$ cat config.mk
export PLATFORM = sky130hd
export DESIGN_NAME = pipe_div_ex
export DESIGN_NICKNAME = d
export VERILOG_FILES = /design/src/rtl/pipe_div_ex.sv
export SDC_FILE = /design/constraint.sdc
export NUM_CORES = 1
export LEC_CHECK = 0
export CORE_MARGIN = 4
export CORE_UTILIZATION = 49
export DETAILED_ROUTE_END_ITERATION = 8
export GPL_ROUTABILITY_DRIVEN = 0
export GPL_TIMING_DRIVEN = 1
export PLACE_DENSITY = 0.77
export RECOVER_POWER = 50
export SLEW_MARGIN = 20
export SYNTH_ARGS = -nofsm -noshare
export SYNTH_HDL_FRONTEND = slang
export SYNTH_SLANG_ARGS = --single-unit
$ cat constraint.sdc
create_clock -name clk -period 2.65 [get_ports clk]
set_input_delay 0.6625 -clock clk [delete_from_list [all_inputs] [get_ports clk]]
set_output_delay 0.6625 -clock clk [all_outputs]
set_load 0.1 [all_outputs]
$ cat src/rtl/pipe_div_ex.sv
// Multi-cycle restoring divider: one quotient bit per clock, start/done handshake.
// Optional two's-complement mode is enabled by defining DIV_SIGNED_EN.
module pipe_div_ex #(
    parameter int N = 10
) (
    input  logic         clk,
    input  logic         rst,
    input  logic         start,
    input  logic [N-1:0] F,
    input  logic [N-1:0] D,
    output logic [N-1:0] Q,
    output logic [N-1:0] R,
    output logic         busy,
    output logic         done,
    output logic         div_by_zero
);

    localparam int CW = (N > 1) ? $clog2(N) : 1;

    typedef enum logic [1:0] {IDLE, RUN, DONE} state_t;

    state_t        state, state_next;
    logic [N-1:0]  rem_q, dvd_q, dvs_q;
    logic [CW-1:0] cnt_q;
    logic [N-1:0]  q_q, r_q;
    logic          dbz_q;

    logic          accept, last, neg;
    logic [N:0]    shifted, trial;
    logic [N-1:0]  rem_next, quo_next;
    logic [N-1:0]  f_mag, d_mag, q_fin, r_fin;

`ifdef DIV_SIGNED_EN
    logic q_neg_q, r_neg_q;

    // Magnitudes feed the unsigned core; the most-negative value maps to 2^(N-1).
    always_comb begin
        f_mag = F[N-1] ? ('0 - F) : F;
        d_mag = D[N-1] ? ('0 - D) : D;
        q_fin = q_neg_q ? ('0 - quo_next) : quo_next;
        r_fin = r_neg_q ? ('0 - rem_next) : rem_next;
    end
`else
    always_comb begin
        f_mag = F;
        d_mag = D;
        q_fin = quo_next;
        r_fin = rem_next;
    end
`endif

    // Handshake: a request is taken on any edge where start=1 and the core is
    // not in RUN; F/D are sampled only on that edge.
    assign accept = start && (state != RUN);
    assign last   = (cnt_q == '0);

    // The shifted remainder is below 2*divisor, so bit N of the N+1-bit
    // trial difference is a reliable borrow flag.
    always_comb begin
        shifted  = {rem_q, dvd_q[N-1]};
        trial    = shifted - {1'b0, dvs_q};
        neg      = trial[N];
        rem_next = neg ? shifted[N-1:0] : trial[N-1:0];
        quo_next = {dvd_q[N-2:0], ~neg};
    end

    always_comb begin
        state_next = state;
        case (state)
            IDLE: if (start) state_next = (D == '0) ? DONE : RUN;
            RUN:  if (last) state_next = DONE;
            DONE: begin
                if (start) state_next = (D == '0) ? DONE : RUN;
                else       state_next = IDLE;
            end
            default: state_next = IDLE;
        endcase
    end

    always_ff @(posedge clk) begin
        if (rst) begin
            state <= IDLE;
            rem_q <= '0;
            dvd_q <= '0;
            dvs_q <= '0;
            cnt_q <= '0;
            q_q   <= '0;
            r_q   <= '0;
            dbz_q <= 1'b0;
`ifdef DIV_SIGNED_EN
            q_neg_q <= 1'b0;
            r_neg_q <= 1'b0;
`endif
        end else begin
            state <= state_next;
            if (accept) begin
                rem_q <= '0;
                dvd_q <= f_mag;
                dvs_q <= d_mag;
                cnt_q <= CW'(N - 1);
                dbz_q <= (D == '0);
`ifdef DIV_SIGNED_EN
                q_neg_q <= F[N-1] ^ D[N-1];
                r_neg_q <= F[N-1];
`endif
                // Divide-by-zero completes immediately with the raw dividend.
                if (D == '0) begin
                    q_q <= '1;
                    r_q <= F;
                end
            end else if (state == RUN) begin
                rem_q <= rem_next;
                dvd_q <= quo_next;
                cnt_q <= cnt_q - CW'(1);
                if (last) begin
                    q_q <= q_fin;
                    r_q <= r_fin;
                end
            end
        end
    end

    assign Q           = q_q;
    assign R           = r_q;
    assign busy        = (state == RUN);
    assign done        = (state == DONE);
    assign div_by_zero = dbz_q;

endmodule

==> Yosys cells after proc, flatten, opt, wreduce, memory -nomap -nowiden <==
Cells that the tools add are included.
W data, S select, Z words.
{ "op_classes": {"addsub": 2, "n_mul": 0, "n_div": 0, "n_lt_le_gt_ge": 0, "n_eq_ne": 6, "n_shift": 0, "mux": 18, "bitwise_logic": 1, "n_reduce_logical": 9} }
{ "ops": {"columns": ["operator", "count"], "rows": [
  ["$mux W10", 11],
  ["$sub A11 B10 Y11", 1],
  ["$logic_not A10 Y1", 1],
  ["$mux W2", 4],
  ["$mux W4", 2],
  ["$ne A2 B1 Y1 const B", 3],
  ["$pmux W2 S3", 1],
  ["$logic_not A4 Y1", 1],
  ["$reduce_bool A2 Y1", 2],
  ["$sub A4 B1 Y4 const B", 1],
  ["$reduce_and A3 Y1", 1],
  ["$eq A2 B1 Y1 const B", 1],
  ["$eq A2 B2 Y1 const B", 1],
  ["$logic_not A2 Y1", 1],
  ["$ne A2 B2 Y1 const B", 1],
  ["$reduce_and A2 Y1", 1],
  ["$reduce_or A2 Y1", 1],
  ["$logic_and A1 B1 Y1", 1],
  ["$not A1 Y1", 1]
]} }
{ "word_totals": {"ff_bits": 57, "latch_bits": 0, "mem_bits_rw": 0, "romBits": 0, "in_bits": 23, "output_inout_bits": 23, "wordCells": 45, "memories": 0} }

==> Logic depth before layout (Yosys ltp) <==
{ "depth": {"depth_word": 5, "ltp_mapped": 13, "mapped_depth_nobuf": 11} }

==> Worst setup path before layout <==
OpenSTA, ideal clock, no wires.
{ "synth_path": {"kind": "register to register", "start": "register dvd_q[9]", "end": "register rem_q[6]", "setup_ns": 0.103, "arrival_time_ns": 2.707, "t_required_ns": 2.547, "setup_slack_ns": -0.160, "stages_incl_launch_ff": 14, "n_path_buf": 2, "synth_period_minus_slack_ns": 2.810, "cell_sequence": "dfxtp_1 > inv_1 > ha_1 > inv_1 > fa_1 > a21o_1 > a31o_1 > and3b_4 > or3_1 > buf_2 > and2_4 > buf_6 > mux2i_1 > a2111oi_2"} }
{ "synth_via": {"elab_chain_cells": 2} }
{ "synth_lines": {"columns": ["item", "line", "text"], "rows": [
  ["from (decl)", "23", "logic [N-1:0] rem_q, dvd_q, dvs_q;"],
  ["from (signal assigned)", "98", "dvd_q <= f_mag;"],
  ["from (signal assigned)", "113", "dvd_q <= quo_next;"],
  ["$sub A11 B10 Y11", "61", "trial = shifted - {1'b0, dvs_q};"],
  ["$mux W10", "63", "rem_next = neg ? shifted[N-1:0] : trial[N-1:0];"],
  ["to (signal assigned)", "112", "rem_q <= rem_next;"],
  ["to (decl)", "23", null]
]} }
Every way passes these cells.
A chain may end at the register's enable or synchronous reset.

==> Final worst setup path <==
Same ends and word-level chain as after synthesis.

==> summary.txt <==
Run status
  – Status: complete, no violations

Clocking
  – Hold-fix buffers at CTS: 0
  – Sink Count: 57
  – Total CTS buffers: 9
  – CTS H-tree depth: 3
  – Max Buffers Root-to-Sink: 2
  – Clock-pin slew on the worst setup and hold paths: 0.07 ns
  – Worst-skew pair later-pin latency: 0.34 ns
  – CTS tree: built
  – Root Buffer: clkbuf_8

Global route
  – Tot GR Track Use: 22.9%
  – Initial antenna violation count: 0
  – Number of global-route vias before repair: 2,768
  – Largest net degree at the start of global routing: 34
  – Global-route wire length before repair: 13.3 mm
  – Grt ovf: 0

Hold path
  – Hold Path Class: flop to flop

Critical path
  – WP data required: 2.88 ns
  – CP peak stage delay: 0.36 ns
  – Worst path slowest cell: or3_4
  – CP cell instances: inv_2, ha_4, inv_2, fa_2, a21o_1, a31o_1, and3b_4, or3_4, and2_4, mux2i_1, a2111oi_2
  – Top fanout value on the critical path: 7
  – Endpoint arrival time on the critical path: 2.83 ns
  – CP Capture Type: flop
  – Startpoint Class: flop
  – Setup CP Type: flop to flop
  – Critical path's most frequent cell: inv_2

Placement
  – DP Wirelength: 5.83 mm
  – Port Buf Inserts: 45

Synthesis
  – Main synth FF type: dfxtp_1
  – Syn Nets: 389
  – Sequential area share after synthesis: 38.4%
  – Number of synthesized flops with an enable pin: 0
  – Avg Inst Size Synth: 8.40 sq um
  – Async SR Flop Fraction: 0%
  – Post-Syn Area: 2970 sq um
  – Post-synth cell types: 56
  – Yosys warns: 0
  – #FFs+latches synth: 57
  – Synth Instances: 354

Cells and area
  – Final core utilization: 64.3%
  – Area delta synth->final: 28.1%
  – Antenna diodes: 0
  – Nets: 453
  – Layout cells sized above 1: 16.8%

Die
  – Placement row count: 28
  – # IOs: 46
  – Core box area: 5920 sq um
  – DIE AREA: 7380 sq um
  – Die height: 85.9 um
  – Initial Util: 50.2%
  – Die Width: 85.9 um

Pwr
  – Peak supply drop: 0.495 mV
  – Pwr/cell area: 763 nW/um^2
  – Leak: 1.55 nW

Timing
  – FMAX: 386 MHz
  – Worst Tran Pin Value: 1.19 ns
  – Setup TNS: 0 ns
  – Fin Hold WS: 0.453 ns
  – Period utilization: 97.9%
  – Skew final: 0.0104 ns
  – RSZ-0062 raised after global routing: yes
  – Final Hold Fails: 0
  – Relative slew slack: 20.7%
  – Fin crit period: 2.59 ns
  – Max Slew Vio Count: 0
  – # setup viols final: 0

Route
  – Routed Antenna Nets: 0
  – First-pass iteration count of the detailed router: 5
  – Routed vias: 2,869
  – Residual DRC count: 0
  – Vias/cell: 5.76
  – Per-cell routed wire length: 16.1 um
  – Routed wire length: 8.00 mm
  – DR iter-0 viols: 199

Flow run
  – Maxcap violations: 0
routing by layer:
| metal | wire (um) | vias to the layer above | track usage, % |
|---|---|---|---|
| met5 | 0 | - | 0 |
| met4 | 140 | 0 | 10.5 |
| met3 | 494 | 13 | 4.32 |
| met2 | 3790 | 82 | 37.1 |
| met1 | 3580 | 1359 | 29.3 |
| li1 | - | 1415 | - |
cell type report:
type                       count  area [sq um]
clock buffer                  12           155
clock inverter                 4          98.8
fill                         528          2110
inverter                      17          63.8
multi-input combinational    259          1720
sequential                    57          1140
tap                           75          93.8
timing repair buffer          74           532
what timing repair did:
action	in CTS	in global routing
endpoints found under the setup margin	2	13
buffers inserted	0	1
gates resized for setup	1	5
through the flow:
step                      cells  power [mW]  area (sq um)  worst slack [ns]
after floorplan             354        1.65          3000           0.00490
after global placement      481        1.87          3610            0.0513
after detailed placement    481        1.89          3610           -0.0580
after CTS                   497        2.92          3870            0.0116
after global routing        498        3.04          3810           -0.0295
final                       498        2.91          3810            0.0561
cell usage in the layout (no fill, tap or decap), types with 3 or more instances in the layout:
cell	synthesis	final
buf_4	0	26
dfxtp_1	57	55
bufinv_16	0	3
inv_1	16	14
a22oi_1	3	3
clkbuf_1	13	24
nor2_1	36	36
o21a_1	3	3
clkdlybuf4s50_1	0	21
ha_1	11	9
xnor2_1	5	5
and3_1	5	5
or3_1	4	3
o21ai_1	4	5
and4_1	3	3
nand3_1	8	8
inv_2	1	3
clkbuf_8	0	11
nor3_1	5	5
mux2i_1	17	17
a31oi_1	6	6
nand2b_1	5	5
a21oi_1	27	27
a211oi_1	13	13
nand2_1	42	42
o221a_2	9	9
o21ai_0	11	10
final timing paths:
check | startpoint | endpoint | slack (ns) | cells after the start
worst max-delay path | dvd_q[9] | rem_q[6] | 0.06 | 11
worst min-delay path | dvs_q[6] | dvs_q[6] | 0.45 | 2
worst max register to register | dvd_q[9] | rem_q[6] | 0.06 | 11
worst min register to register | dvs_q[6] | dvs_q[6] | 0.45 | 2
cell usage after synthesis (4+ instances only):
cell,count,area (sq um)
a211oi_1,13,97.6
a21oi_1,27,135
a31oi_1,6,37.5
and3_1,5,31.3
buf_1,6,22.5
clkbuf_1,13,48.8
dfxtp_1,57,1140
ha_1,11,138
inv_1,16,60.1
mux2i_1,17,170
nand2_1,42,158
nand2b_1,5,31.3
nand3_1,8,40.0
nor2_1,36,135
nor3_1,5,25.0
o21ai_0,11,55.1
o21ai_1,4,20.0
o221a_2,9,101
or3_1,4,25.0
xnor2_1,5,43.8
where the power goes:
part,internal [mW],switching [mW],total (mW)
clock,0.678,0.351,1.03
combinational,0.330,0.572,0.902
sequential,0.924,0.0503,0.974
worst max-delay path, delay by kind of cell, from the launching register on:
family | cells | cell delay [ns]
and+or+nand+nor | 3 | 0.76
AOI/OAI and AO/OA | 3 | 0.70
adders and majority gates | 2 | 0.47
DFF | 1 | 0.32
muxes | 1 | 0.13
buffers and inverters | 2 | 0.10
sequential cells by signal (all words and copies together) (netlist names):
register,cells
Q,10
R,10
cnt_q,4
div_by_zero,1
dvd_q,10
dvs_q,10
rem_q,10
state,2
kinds of logic (layout without fill, tap and decap cells):
group / after synthesis / after routing / share of synthesized area (%)
compound gates: 101 / 101 / 24.1
xor+xnor: 7 / 7 / 2.06
fa+ha+maj: 12 / 12 / 5.30
buf+inv: 38 / 107 / 5.09
flops: 57 / 57 / 38.4
mux: 17 / 17 / 5.72
simple gates: 122 / 122 / 19.4
(Power assumes the default switching activity.)
